File: src/rtl/pool1_max_write_if.sv
// Handshake and memory-write bundle between the Conv1 read addresser, the
// Pool1 max-pool writer and the Pool1 output memory.
interface pool1_max_write_if #(
    parameter int DATA_W = 16,
    parameter int ADDR_W = 8
);
    logic                     start;
    logic                     in_valid;
    logic signed [DATA_W-1:0] in0;
    logic signed [DATA_W-1:0] in1;
    logic signed [DATA_W-1:0] in2;
    logic signed [DATA_W-1:0] in3;
    logic                     wr_en;
    logic        [ADDR_W-1:0] wr_addr;
    logic signed [DATA_W-1:0] wr_data;
    logic                     busy;
    logic                     done;

    modport master (
        output start, in_valid, in0, in1, in2, in3,
        input  wr_en, wr_addr, wr_data, busy, done
    );

    modport slave (
        input  start, in_valid, in0, in1, in2, in3,
        output wr_en, wr_addr, wr_data, busy, done
    );
endinterface

File: src/rtl/pool1_max_write.sv
// 2x2 signed max-pool stage: reduces one Conv1 window per cycle through a
// two-stage compare tree and writes results row-major into the Pool1 memory.
module pool1_max_write #(
    parameter int DATA_W  = 16,
    parameter int OUT_DIM = 12,
    parameter int ADDR_W  = 8
) (
    input  logic             clk,
    input  logic             reset_n,
    pool1_max_write_if.slave bus
);
    localparam int TOTAL = OUT_DIM * OUT_DIM;
    localparam int CNT_W = $clog2(TOTAL + 1);
    localparam logic [CNT_W-1:0]  LAST_BEAT = CNT_W'(TOTAL - 1);
    localparam logic [ADDR_W-1:0] LAST_ADDR = ADDR_W'(TOTAL - 1);

    typedef enum logic [1:0] {
        S_IDLE,
        S_RUN,
        S_DRAIN,
        S_DONE
    } state_t;

    state_t                   r_state;
    state_t                   w_next_state;
    logic                     w_accept;
    logic                     w_launch;
    logic                     w_busy;
    logic                     w_done;

    logic        [CNT_W-1:0]  r_acc_cnt;
    logic                     r_s1_valid;
    logic signed [DATA_W-1:0] r_m01;
    logic signed [DATA_W-1:0] r_m23;
    logic                     r_wr_en;
    logic        [ADDR_W-1:0] r_wr_addr;
    logic signed [DATA_W-1:0] r_wr_data;

    logic signed [DATA_W-1:0] w_m01;
    logic signed [DATA_W-1:0] w_m23;
    logic signed [DATA_W-1:0] w_max;

    // Operands are declared signed, so these are two's-complement compares.
    assign w_m01 = (bus.in0 > bus.in1) ? bus.in0 : bus.in1;
    assign w_m23 = (bus.in2 > bus.in3) ? bus.in2 : bus.in3;
    assign w_max = (r_m01 > r_m23) ? r_m01 : r_m23;

    // NOTE: sequential state uses non-blocking (<=) so every register samples
    // pre-edge values; blocking here would create order-dependent races.
    always_ff @(posedge clk or negedge reset_n) begin
        if (!reset_n) begin
            r_state <= S_IDLE;
        end else begin
            r_state <= w_next_state;
        end
    end

    // NOTE: each always_comb output is given a default first so no path can
    // leave it unassigned, which would otherwise infer a latch.
    always_comb begin
        w_next_state = r_state;
        case (r_state)
            S_IDLE, S_DONE: if (bus.start) w_next_state = S_RUN;
            S_RUN:          if (w_accept && r_acc_cnt == LAST_BEAT) w_next_state = S_DRAIN;
            // No new beats enter in DRAIN, so S2 firing with S1 empty is the last write.
            S_DRAIN:        if (r_wr_en && !r_s1_valid) w_next_state = S_DONE;
            default:        w_next_state = S_IDLE;
        endcase
    end

    always_comb begin
        w_busy   = 1'b0;
        w_done   = 1'b0;
        w_accept = 1'b0;
        w_launch = 1'b0;
        case (r_state)
            S_IDLE: begin
                w_launch = bus.start;
            end
            S_RUN: begin
                w_busy   = 1'b1;
                w_accept = bus.in_valid;
            end
            S_DRAIN: begin
                w_busy   = 1'b1;
            end
            S_DONE: begin
                w_done   = 1'b1;
                w_launch = bus.start;
            end
            default: begin
                w_busy   = 1'b0;
            end
        endcase
    end

    // Stage 1: pairwise maxima of the top and bottom window rows.
    always_ff @(posedge clk or negedge reset_n) begin
        if (!reset_n) begin
            r_acc_cnt  <= '0;
            r_s1_valid <= 1'b0;
            r_m01      <= '0;
            r_m23      <= '0;
        end else begin
            r_s1_valid <= w_accept;
            if (w_accept) begin
                r_m01 <= w_m01;
                r_m23 <= w_m23;
            end
            if (w_launch) begin
                r_acc_cnt <= '0;
            end else if (w_accept) begin
                r_acc_cnt <= r_acc_cnt + CNT_W'(1);
            end
        end
    end

    // Stage 2: final maximum, write strobe and saturating row-major address.
    always_ff @(posedge clk or negedge reset_n) begin
        if (!reset_n) begin
            r_wr_en   <= 1'b0;
            r_wr_addr <= '0;
            r_wr_data <= '0;
        end else begin
            r_wr_en <= r_s1_valid;
            if (r_s1_valid) begin
                r_wr_data <= w_max;
            end
            if (w_launch) begin
                r_wr_addr <= '0;
            end else if (r_wr_en && r_wr_addr != LAST_ADDR) begin
                r_wr_addr <= r_wr_addr + ADDR_W'(1);
            end
        end
    end

    assign bus.wr_en   = r_wr_en;
    assign bus.wr_addr = r_wr_addr;
    assign bus.wr_data = r_wr_data;
    assign bus.busy    = w_busy;
    assign bus.done    = w_done;
endmodule

File: src/flat_wrapper.sv
// flat-port wrapper written by rule: the top's interface ports become plain ports
module pool1_max_write_flat 
#(
    parameter int DATA_W  = 16,
    parameter int OUT_DIM = 12,
    parameter int ADDR_W  = 8
)
  (clk, reset_n, bus_start, bus_in_valid, bus_in0, bus_in1, bus_in2, bus_in3, bus_wr_en, bus_wr_addr, bus_wr_data, bus_busy, bus_done);
  pool1_max_write_if #(.DATA_W(DATA_W), .ADDR_W(ADDR_W)) bus_i ();
  input  logic clk;
  input  logic reset_n;
  input wire logic [$bits(bus_i.start)-1:0] bus_start;
  input wire logic [$bits(bus_i.in_valid)-1:0] bus_in_valid;
  input wire logic [$bits(bus_i.in0)-1:0] bus_in0;
  input wire logic [$bits(bus_i.in1)-1:0] bus_in1;
  input wire logic [$bits(bus_i.in2)-1:0] bus_in2;
  input wire logic [$bits(bus_i.in3)-1:0] bus_in3;
  output wire logic [$bits(bus_i.wr_en)-1:0] bus_wr_en;
  output wire logic [$bits(bus_i.wr_addr)-1:0] bus_wr_addr;
  output wire logic [$bits(bus_i.wr_data)-1:0] bus_wr_data;
  output wire logic [$bits(bus_i.busy)-1:0] bus_busy;
  output wire logic [$bits(bus_i.done)-1:0] bus_done;
  assign bus_i.start = bus_start;
  assign bus_i.in_valid = bus_in_valid;
  assign bus_i.in0 = bus_in0;
  assign bus_i.in1 = bus_in1;
  assign bus_i.in2 = bus_in2;
  assign bus_i.in3 = bus_in3;
  assign bus_wr_en = bus_i.wr_en;
  assign bus_wr_addr = bus_i.wr_addr;
  assign bus_wr_data = bus_i.wr_data;
  assign bus_busy = bus_i.busy;
  assign bus_done = bus_i.done;
  pool1_max_write #(.DATA_W(DATA_W), .OUT_DIM(OUT_DIM), .ADDR_W(ADDR_W)) u_core (.clk(clk), .reset_n(reset_n), .bus(bus_i));
endmodule
File: config.mk
export PLATFORM = sky130hd
export DESIGN_NAME = pool1_max_write_flat
export DESIGN_NICKNAME = d
export VERILOG_FILES = /design/src/rtl/pool1_max_write_if.sv /design/src/rtl/pool1_max_write.sv /design/src/flat_wrapper.sv
export SDC_FILE = /design/constraint.sdc
export NUM_CORES = 1
export LEC_CHECK = 0
export ABC_AREA = 0
export CORE_AREA = 2 2 109 111
export DETAILED_ROUTE_END_ITERATION = 10
export DIE_AREA = 0 0 111 113
export PLACE_DENSITY = 0.66
export SYNTH_ARGS = -nofsm -noshare
export SYNTH_HDL_FRONTEND = slang
export SYNTH_SLANG_ARGS = --single-unit
export TNS_END_PERCENT = 10
File: constraint.sdc
create_clock -name clk -period 3.7 [get_ports clk]
set_input_delay 0.74 -clock clk [delete_from_list [all_inputs] [get_ports clk]]
set_output_delay 0.74 -clock clk [all_outputs]
set_load 0.005 [all_outputs]
==> flow_summary_export.csv, run 1 <==
group,metric,value,unit
clock_tree,htree_num_levels,3,
cells_and_area,antenna_cells_inserted,0,
logic_synthesis,synthesis.area,4420,um2
setup_path,worstSetupPathType,"input pin to register",
placement,gp_routability_congestion,0.855,
global_routing,grt_pass1_wl,19100,um
sta,timing.final.setup_violations,0,
global_routing,groute.usage.overall,19.0,%
die,dieArea,12500,um2
sta,tightestPinTransition,0.797,ns
die,top_ports,95,
clock_tree,cts_tree,"done",
placement,dp_cells,679,
global_routing,overflow_left_after_global_routing,0,
logic_synthesis,synth_largest_area_cell,"sky130_fd_sc_hd__dfrtp_1",
logic_synthesis,yosys_warnings,0,
die,chipHeight,113,um
setup_path,critical_path.max_fanout,16,
sta,slew_viol_final,0,
logic_synthesis,ys_types,54,
pwr,pwr_density_cell,674,nW/um2
cells_and_area,final_core_utilization,51.5,%
sta,slew_headroom,46.9,%
sta,min_period_over_period,84.1,%
clock_tree,clk_lat_worst_skew,0.33,ns
placement,detailedPlacementHpwl,9040,um
cells_and_area,syn_to_final_growth,31.3,%
clock_tree,cts.sink_count,68,
routing,detail_route.wl_per_cell,16.7,um
routing,drtAntennaViolNets,0,
pwr,peakVddDrop,383,uV
routing,drtPass1Iterations,5,
clock_tree,cts_max_path_buffers,2,
logic_synthesis,post_synth_arst_share,100,%
routing,drcViolationCount,0,
setup_path,critPathCaptureType,"register",
sta,setup_repair_after_global_routing_missed_its_margin,"no",
min_path,holdCritPathClass,"input pin to async pin",
clock_tree,root_buffer,"sky130_fd_sc_hd__clkbuf_16",
sta,setup_total_negative_slack,0,ns
sta,maxClockFrequency,321,MHz
logic_synthesis,synth_seq_area_share,38.5,%
cells_and_area,share_of_layout_cells_above_drive_strength_1,15.2,%
run,drv_cap,0,
placement,preCtsSetupSlack,0.262,ns
global_routing,grt_max_degree,36,
placement,buffer_ports.inserted,94,
logic_synthesis,synth_enable_flop_cells,0,
die,placement_rows,39,
pwr,cell_leakage_power,2.73,nW
logic_synthesis,post_synth_most_frequent_cells,"sky130_fd_sc_hd__inv_1, sky130_fd_sc_hd__dfrtp_1, sky130_fd_sc_hd__ha_1, sky130_fd_sc_hd__nand2_1, sky130_fd_sc_hd__nor2_1",
pwr,p_total,0.00391,W
routing,iteration_0_drc_count_of_the_detailed_router,208,
clock_tree,clk_pin_slew,0.06,ns
global_routing,grt_pass1_vias,3934,
sta,hold_viol,0,
routing,drt-total-wl,11600,um
logic_synthesis,ys_top_cells_by_area,"sky130_fd_sc_hd__dfrtp_1, sky130_fd_sc_hd__ha_1, sky130_fd_sc_hd__o221a_2",
logic_synthesis,yosysMostFrequentCell,"sky130_fd_sc_hd__inv_1",
status,status,"completed",
logic_synthesis,syn_nets,569,
logic_synthesis,synth_cells,448,
routing,detailroute.via_count,3721,
die,start_util,39.2,%
clock_tree,postCtsSetupRepairBufs,0,
cells_and_area,final-instance-count-excl-fill,695,
die,fp.coreArea,11300,um2
setup_path,worst_ep_required_time,3.92,ns
sta,setup_ws,0.588,ns
clock_tree,cts_inserted_buffers,9,
routing,detail_route.vias_per_cell,5.35,
logic_synthesis,synth-seq-cells,68,
sta,setup_clock_skew_after_layout,0.00574,ns
die,chipWidth,111,um
logic_synthesis,synthFlopType,"sky130_fd_sc_hd__dfrtp_1",
setup_path,worstSetupStartpointType,"input pin",
clock_tree,postCtsHoldBufs,0,
logic_synthesis,syn_area_per_cell,9.88,um2
setup_path,arrival,3.33,ns
clock_tree,cts.repair.resized,0,
global_routing,antenna_found_initial,0,
sta,fin_crit,3.11,ns
logic_synthesis,synth_top_area_share,38.5,%
cells_and_area,finish.net_count,668,
[metrics by stage]
| stage | instance area (um2) | hold WS, ns |
|---|---|---|
| after global routing | 5810 | 0.370 |
| after detailed placement | 5510 | 0.525 |
| after floorplan | 4420 | 0.394 |
| final | 5810 | 0.344 |
| after global placement | 5510 | 0.522 |
| after CTS | 5810 | 0.352 |
[cells in the final DEF, fill, tap and decap left out, types with 3 or more instances in the layout]
master                            Yosys  routed
sky130_fd_sc_hd__nand2_1             47      47
sky130_fd_sc_hd__nand3_1              7       7
sky130_fd_sc_hd__nor2b_1              3       3
sky130_fd_sc_hd__xnor2_1              6       6
sky130_fd_sc_hd__a211oi_1             3       3
sky130_fd_sc_hd__o211ai_1             3       3
sky130_fd_sc_hd__clkdlybuf4s50_1      0      93
sky130_fd_sc_hd__o221a_2             31      31
sky130_fd_sc_hd__inv_1               71      71
sky130_fd_sc_hd__buf_4                2       7
sky130_fd_sc_hd__nor3_1               3       3
sky130_fd_sc_hd__a221oi_2            10      10
sky130_fd_sc_hd__a221oi_1             6       6
sky130_fd_sc_hd__nor2_1              34      34
sky130_fd_sc_hd__a21oi_1             19      19
sky130_fd_sc_hd__a21o_1               7       7
sky130_fd_sc_hd__clkbuf_16            0       9
sky130_fd_sc_hd__nor4_1               3       3
sky130_fd_sc_hd__o21a_1               3       3
sky130_fd_sc_hd__xor2_1               6       6
sky130_fd_sc_hd__ha_1                53      53
sky130_fd_sc_hd__nand4_1             11      11
sky130_fd_sc_hd__dfrtp_1             68      68
sky130_fd_sc_hd__o21ai_0              7       7
[metal layers]
layer  track usage (%)  up-vias  routed length, um
met5                 0        -                  0
met4              6.83        0                315
met3              4.55       18                499
met2              33.0      101               5690
met1              23.2     1804               5120
li1                  -     1798                  -
[worst paths after layout]
| check | to | slack, ns | start | cells after the start |
|---|---|---|---|---|
| max | u_core.r_m01[10] | 0.59 | bus_in1[11] | 9 |
| min | u_core.bus.wr_addr[6] | 0.34 | reset_n | 1 |
| max reg2reg | u_core.bus.wr_data[2] | 1.14 | u_core.r_m23[7] | 9 |
| min reg2reg | u_core.r_acc_cnt[7] | 0.54 | u_core.r_acc_cnt[7] | 2 |
| max in group asynchronous | u_core.bus.wr_data[13] | 2.62 | reset_n | 2 |
| min in group clk | u_core.r_acc_cnt[7] | 0.54 | u_core.r_acc_cnt[7] | 2 |
[power breakdown]
part / leakage (nW) / switching [W] / internal (W)
logic: 1.80 / 0.000964 / 0.000873
clock network: 0.146 / 0.000340 / 0.000525
registers: 0.782 / 0.000189 / 0.00102
[critical path: stages]
cell	delay [ns]
sky130_fd_sc_hd__clkdlybuf4s50_1	0.50
sky130_fd_sc_hd__inv_1	0.05
sky130_fd_sc_hd__ha_1	0.31
sky130_fd_sc_hd__nand4_1	0.15
sky130_fd_sc_hd__nor4_1	0.45
sky130_fd_sc_hd__a21boi_0	0.19
sky130_fd_sc_hd__o31ai_1	0.15
sky130_fd_sc_hd__nand3_2	0.38
sky130_fd_sc_hd__o221a_2	0.40
[logic make-up (layout without fill, tap and decap cells)]
group	after synthesis	count (layout)	share of synthesized area, %
muxes	1	1	0.226
buffers and inverters	85	189	7.92
AOI/OAI and AO/OA	107	107	23.1
and+or+nand+nor	122	122	13.0
adders and majority gates	53	53	15.0
DFF	68	68	38.5
xor gates and xnor gates	12	12	2.38
[sequential cells by signal, indices dropped and copies added (netlist names)]
| register | cells |
|---|---|
| u_core.bus.wr_en | 1 |
| u_core.r_m01 | 16 |
| u_core.r_s1_valid | 1 |
| u_core.r_acc_cnt | 8 |
| u_core.bus.wr_addr | 8 |
| u_core.bus.wr_data | 16 |
| u_core.r_m23 | 16 |
| u_core.r_state | 2 |
[final cells by class]
type                    count  area (um2)
clock buffers               9         225
clock inverters             7        73.8
fillers                  1050        5460
inverters                  72         270
multi-input cells         295        2370
flip-flops and latches     68        1700
well taps                 143         179
repair buffers            101         988
(Power assumes the default switching activity.)
==> run 2, diff against run 1 <==
--- a/config.mk
+++ b/config.mk
@@ -9,7 +9,7 @@
 export CORE_AREA = 2 2 109 111
 export DETAILED_ROUTE_END_ITERATION = 10
 export DIE_AREA = 0 0 111 113
-export PLACE_DENSITY = 0.66
+export PLACE_DENSITY = 0.68
 export SYNTH_ARGS = -nofsm -noshare
 export SYNTH_HDL_FRONTEND = slang
 export SYNTH_SLANG_ARGS = --single-unit
==> constraint.sdc (replaced) <==
create_clock -name clk -period 2.75 [get_ports clk]
set_input_delay 0.55 -clock clk [delete_from_list [all_inputs] [get_ports clk]]
set_output_delay 0.55 -clock clk [all_outputs]
set_load 0.005 [all_outputs]
==> run 2 against run 1 <==
  * Routed wire length increased by 1.1%
  * Sequential power increased by 33%
  * Combinational power rose by 45%
  * Clock power is 24% higher
  * Clock skew shrank 0.0021 ns
  * Cell area up 8.0%
  * Via count rose by 6.1%
  * Non-clock buffer count increased by 51
  * Sequential cell count stayed put
  * Critical path type unchanged
  * Largest cell class unchanged
  * Highest routed layer unchanged
==> flow_summary_export.csv, run 2 (synthesized netlist as in run 1, its figures left out) <==
group,metric,value,unit
routing,detail_route.vias_per_cell,5.31,
sta,hold_viol,0,
global_routing,antenna_found_initial,0,
sta,tightestPinTransition,0.695,ns
routing,detail_route.wl_per_cell,15.8,um
clock_tree,clk_pin_slew,0.05,ns
pwr,peakVddDrop,491,uV
sta,fin_crit,2.64,ns
placement,detailedPlacementHpwl,9290,um
setup_path,critical_path.max_fanout,8,
pwr,cell_leakage_power,3.01,nW
routing,drt-total-wl,11800,um
routing,drcViolationCount,0,
setup_path,worstSetupStartpointType,"input pin",
routing,iteration_0_drc_count_of_the_detailed_router,261,
placement,gp_routability_congestion,0.793,
setup_path,critical-path-slowest-cell,"sky130_fd_sc_hd__clkdlybuf4s50_1",
global_routing,overflow_left_after_global_routing,0,
clock_tree,clk_lat_worst_skew,0.33,ns
sta,maxClockFrequency,379,MHz
global_routing,grt_pass1_wl,19800,um
clock_tree,cts_tree,"done",
cells_and_area,share_of_layout_cells_above_drive_strength_1,23.1,%
routing,drtAntennaViolNets,0,
setup_path,slowest_delay,0.49,ns
die,top_ports,95,
sta,setup_clock_skew_after_layout,0.00360,ns
cells_and_area,stdcell_area,6280,um2
die,chipWidth,111,um
setup_path,arrival,2.85,ns
pwr,pwr_density_cell,851,nW/um2
clock_tree,htree_num_levels,3,
clock_tree,cts_max_path_buffers,2,
sta,slew_viol_final,0,
routing,drtPass1Iterations,4,
placement,preCtsSetupSlack,-0.501,ns
setup_path,critPathCaptureType,"register",
sta,setup_total_negative_slack,0,ns
cells_and_area,final_core_utilization,55.7,%
setup_path,crit_chain,"clkdlybuf4s50_1, inv_1, ha_1, a21o_1, a211oi_2, o31ai_2, o31ai_2, nand3_2, buf_4, o221a_2",
sta,timing.final.setup_violations,0,
status,status,"completed",
setup_path,cpLargestDelayFamily,"compound AO/OA/AOI/OAI gates",
die,dieArea,12500,um2
cells_and_area,antenna_cells_inserted,0,
cells_and_area,layout_common_cells,"sky130_fd_sc_hd__clkdlybuf4s50_1, sky130_fd_sc_hd__inv_1, sky130_fd_sc_hd__dfrtp_1",
placement,dpl-instance-area,5880,um2
clock_tree,postCtsHoldBufs,0,
placement,buffer_ports.inserted,94,
clock_tree,cts_inserted_buffers,9,
clock_tree,cts.sink_count,68,
sta,setup_ws,0.108,ns
cells_and_area,finish.net_count,719,
die,placement_rows,39,
setup_path,worst_ep_required_time,2.96,ns
sta,setup_repair_after_global_routing_missed_its_margin,"no",
die,fp.coreArea,11300,um2
setup_path,timing.critical_path.mode_cell,"sky130_fd_sc_hd__o31ai_2",
sta,slew_headroom,53.7,%
clock_tree,root_buffer,"sky130_fd_sc_hd__clkbuf_16",
cells_and_area,layout.cells.most_common,"sky130_fd_sc_hd__clkdlybuf4s50_1",
global_routing,grt_pass1_vias,4193,
die,chipHeight,113,um
pwr,p_total,0.00534,W
run,drv_cap,0,
global_routing,groute.usage.overall,19.6,%
die,start_util,39.2,%
setup_path,critical_path.n_buffers_inverters,3,
global_routing,grt_max_degree,41,
sta,min_period_over_period,96.1,%
routing,detailroute.via_count,3949,
min_path,holdCritPathClass,"input pin to async pin",
setup_path,regToRegSetupSlack,0.26,ns
cells_and_area,syn_to_final_growth,41.9,%
setup_path,worstSetupPathType,"input pin to register",
-- run 2: path summary, 6_finish.rpt --
kind / to / cells after the start / from
worst min-delay path: u_core.bus.wr_addr[6] / 1 / reset_n
worst max-delay path: u_core.r_m01[12] / 10 / bus_in1[13]
min in group clk: u_core.r_acc_cnt[7] / 2 / u_core.r_acc_cnt[7]
max in group asynchronous: u_core.r_m01[6] / 2 / reset_n
worst min register to register: u_core.r_acc_cnt[7] / 2 / u_core.r_acc_cnt[7]
worst max register to register: u_core.bus.wr_data[14] / 8 / u_core.r_m23[11]
-- run 2: worst reg2reg max path, delay by kind of cell, from the launching register on --
| kind | cells | cell delay (ns) |
|---|---|---|
| compound gates | 3 | 0.97 |
| simple gates | 2 | 0.36 |
| fa+ha+maj | 1 | 0.34 |
| flops | 1 | 0.32 |
| buf+inv | 2 | 0.38 |
-- run 2: routing by layer --
layer	vias up	wire [um]	GRT usage [%]	share of wire [%]
li1	1908	-	-	-
met1	1918	5060	23.3	43
met2	102	5900	35.5	50
met3	21	513	4.18	4.4
met4	0	288	6.67	2.5
met5	-	0	0	0
-- run 2: through the flow --
stage                     hold WS, ns  cells
after global placement          0.519    727
after CTS                       0.287    742
after detailed placement        0.533    727
after floorplan                 0.254    448
after global routing            0.316    744
final                           0.265    744
-- run 2: layout make-up --
class,count,area [um2]
clock buffer,12,267
clock inverter,2,10.0
fill,975,5000
inverter,72,270
multi-input combinational,295,2420
sequential,68,1700
tap,143,179
timing repair buffer,152,1430
-- run 2: repair_timing --
action	4_1_cts	5_1_grt
cloned	0	1
setup buffers	1	1
pin swaps	1	5
resized for setup	2	8
endpoints found under the setup margin	31	31
-- run 2: power breakdown --
| part | switching, W | internal [W] | total (W) |
|---|---|---|---|
| clock | 0.000397 | 0.000670 | 0.00107 |
| sequential | 0.000232 | 0.00138 | 0.00161 |
| combinational | 0.00136 | 0.00130 | 0.00266 |
| total | 0.00199 | 0.00335 | 0.00534 |
==> run 3, diff against run 2 <==
--- a/config.mk
+++ b/config.mk
@@ -6,10 +6,10 @@
 export NUM_CORES = 1
 export LEC_CHECK = 0
 export ABC_AREA = 0
-export CORE_AREA = 2 2 109 111
+export CORE_AREA = 2 2 101 103
 export DETAILED_ROUTE_END_ITERATION = 10
-export DIE_AREA = 0 0 111 113
-export PLACE_DENSITY = 0.68
+export DIE_AREA = 0 0 103 105
+export PLACE_DENSITY = 0.78
 export SYNTH_ARGS = -nofsm -noshare
 export SYNTH_HDL_FRONTEND = slang
 export SYNTH_SLANG_ARGS = --single-unit
==> run 3 against run 2 <==
  * Core utilization rose by 7.0 points
  * Total power fell by 5.0%
  * Clock power fell by 21%
  * Register-to-register slack got worse by 0.06 ns
  * Worst setup slack got worse by 0.0071 ns
  * Maximum frequency fell by 0.27%
  * Critical endpoint is now u_core.r_m23[2]
  * Largest cell class unchanged
==> flow_summary_export.csv, run 3 (synthesized netlist as in run 1, its figures left out) <==
group,metric,value,unit
die,start_util,45.9,%
clock_tree,clk_lat_worst_skew,0.35,ns
pwr,peakVddDrop,565,uV
pwr,pwr_density_cell,839,nW/um2
sta,setup_total_negative_slack,0,ns
die,top_ports,95,
global_routing,grtUsageMet1,27.1,%
routing,detailroute.via_count,3949,
cells_and_area,fillers,811,
sta,setup_clock_skew_after_layout,0.00752,ns
status,status,"completed",
placement,preCtsSetupSlack,-0.464,ns
die,chipHeight,105,um
cells_and_area,syn_to_final_growth,36.6,%
cells_and_area,share_of_layout_cells_above_drive_strength_1,21.1,%
global_routing,grt_max_degree,27,
setup_path,worstReg2RegEnd,"u_core.bus.wr_data[7]",
setup_path,r2r.worst_path.cells,8,
die,placement_rows,36,
cells_and_area,layout.cells.most_common,"sky130_fd_sc_hd__clkdlybuf4s50_1",
pwr,cell_leakage_power,2.89,nW
placement,dpl-instance-area,5790,um2
clock_tree,cts_inserted_buffers,9,
sta,setup_ws,0.101,ns
die,dieArea,10800,um2
routing,detail_route.vias_per_cell,5.45,
routing,iteration_0_drc_count_of_the_detailed_router,160,
routing,drt-total-wl,11500,um
global_routing,highest_utilization_routing_layer_at_the_global_route_stage,"met2",
setup_path,critical_path.max_fanout,15,
sta,hold_viol,0,
placement,detailedPlacementHpwl,9160,um
setup_path,worstSetupPathType,"input pin to register",
setup_path,worstSetupStartpointType,"input pin",
cells_and_area,layout_common_cells,"sky130_fd_sc_hd__clkdlybuf4s50_1, sky130_fd_sc_hd__inv_1, sky130_fd_sc_hd__dfrtp_1",
sta,min_period_over_period,96.3,%
die,chipWidth,103,um
clock_tree,clk_pin_slew,0.07,ns
global_routing,overflow_left_after_global_routing,0,
cells_and_area,antenna_cells_inserted,0,
sta,slew_viol_final,0,
placement,gp_routability_congestion,0.851,
cells_and_area,finish.net_count,708,
sta,maxClockFrequency,377,MHz
placement,buffer_ports.inserted,94,
min_path,holdCritPathClass,"input pin to async pin",
sta,tightestPinTransition,0.639,ns
clock_tree,postCtsHoldBufs,0,
routing,drtAntennaViolNets,0,
global_routing,use_met3,4.68,%
clock_tree,cts.sink_count,68,
routing,detail_route.wl_per_cell,15.9,um
clock_tree,root_buffer,"sky130_fd_sc_hd__clkbuf_8",
global_routing,grtUsageMet2,39.9,%
routing,drcViolationCount,0,
global_routing,grt_pass1_wl,19200,um
setup_path,arrival,2.93,ns
global_routing,grt_pass1_vias,4104,
setup_path,critPathCaptureType,"register",
clock_tree,htree_num_levels,3,
global_routing,groute.usage.overall,22.5,%
sta,timing.final.setup_violations,0,
sta,slew_headroom,57.4,%
routing,drtPass1Iterations,4,
setup_path,rr_startpoint,"u_core.r_m23[11]",
run,drv_cap,0,
sta,setup_repair_after_global_routing_missed_its_margin,"no",
setup_path,regToRegSetupSlack,0.20,ns
setup_path,worst_ep_required_time,3.03,ns
cells_and_area,stdcell_area,6040,um2
clock_tree,cts_max_path_buffers,2,
global_routing,antenna_found_initial,0,
die,fp.coreArea,9640,um2
clock_tree,cts_tree,"done",
sta,fin_crit,2.65,ns
[run 3: layer usage]
layer	share of wire (%)	wire length [um]	vias up
li1	-	-	1893
met1	41	4720	1916
met2	53	6080	113
met3	4.5	519	27
met4	1.9	221	0
met5	0	0	-
[run 3: power breakdown]
group          switching, W  internal (W)  total [W]
registers          0.000233       0.00137    0.00161
clock network      0.000379      0.000465   0.000844
logic               0.00136       0.00126    0.00262
[run 3: worst max-delay path by stage]
stage / startpoint / end / slack [ns]
6_report: bus_in3[13] / u_core.r_m23[2] / 0.10
5_1_grt: bus_in1[15] / u_core.r_m01[14] / 0.02
4_1_cts: bus_in1[9] / u_core.r_m01[14] / 0.02
3_5_place_dp: bus_in3[12] / u_core.r_m23[6] / -0.46
3_3_place_gp: bus_in3[13] / u_core.r_m23[13] / -0.33
2_1_floorplan: bus_in1[13] / u_core.r_m01[10] / 0.37
[run 3: worst max-delay path: stages]
cell and delay (ns):
sky130_fd_sc_hd__clkdlybuf4s50_1 0.50, sky130_fd_sc_hd__inv_1 0.06, sky130_fd_sc_hd__ha_1 0.31, sky130_fd_sc_hd__a21o_1 0.18
sky130_fd_sc_hd__a211oi_1 0.21, sky130_fd_sc_hd__o21ai_1 0.13, sky130_fd_sc_hd__buf_4 0.15, sky130_fd_sc_hd__o31a_2 0.32
sky130_fd_sc_hd__o21ai_4 0.18, sky130_fd_sc_hd__buf_12 0.15, sky130_fd_sc_hd__o221a_2 0.19
[run 3: final cells by class]
| type | count | area (um2) | area share [%] |
|---|---|---|---|
| Sequential cell | 68 | 1700 | 28.2 |
| Tap cell | 133 | 166 | 2.75 |
| Inverter | 72 | 270 | 4.47 |
| Timing Repair Buffer | 141 | 1300 | 21.5 |
| Clock buffer | 12 | 155 | 2.57 |
| Multi-Input combinational cell | 295 | 2400 | 39.7 |
| Clock inverter | 4 | 47.5 | 0.787 |
[run 3: repair_timing]
| item | CTS | global route |
|---|---|---|
| resized for setup | 1 | 4 |
| pin swaps | 1 | 2 |
| setup buffers | 1 | 0 |
| setup endpoints to repair | 15 | 31 |
[run 3: stage by stage]
| step | hold slack (ns) | util (%) | cells | power [W] |
|---|---|---|---|---|
| 5_1_grt | 0.165 | 62.7 | 725 | 0.00545 |
| 6_report | 0.142 | 62.7 | 725 | 0.00507 |
| 3_5_place_dp | 0.522 | 60.1 | 708 | 0.00420 |
| 3_3_place_gp | 0.511 | 60.1 | 708 | 0.00408 |
| 4_1_cts | 0.148 | 62.5 | 725 | 0.00509 |
| 2_1_floorplan | 0.254 | - | 448 | 0.00324 |
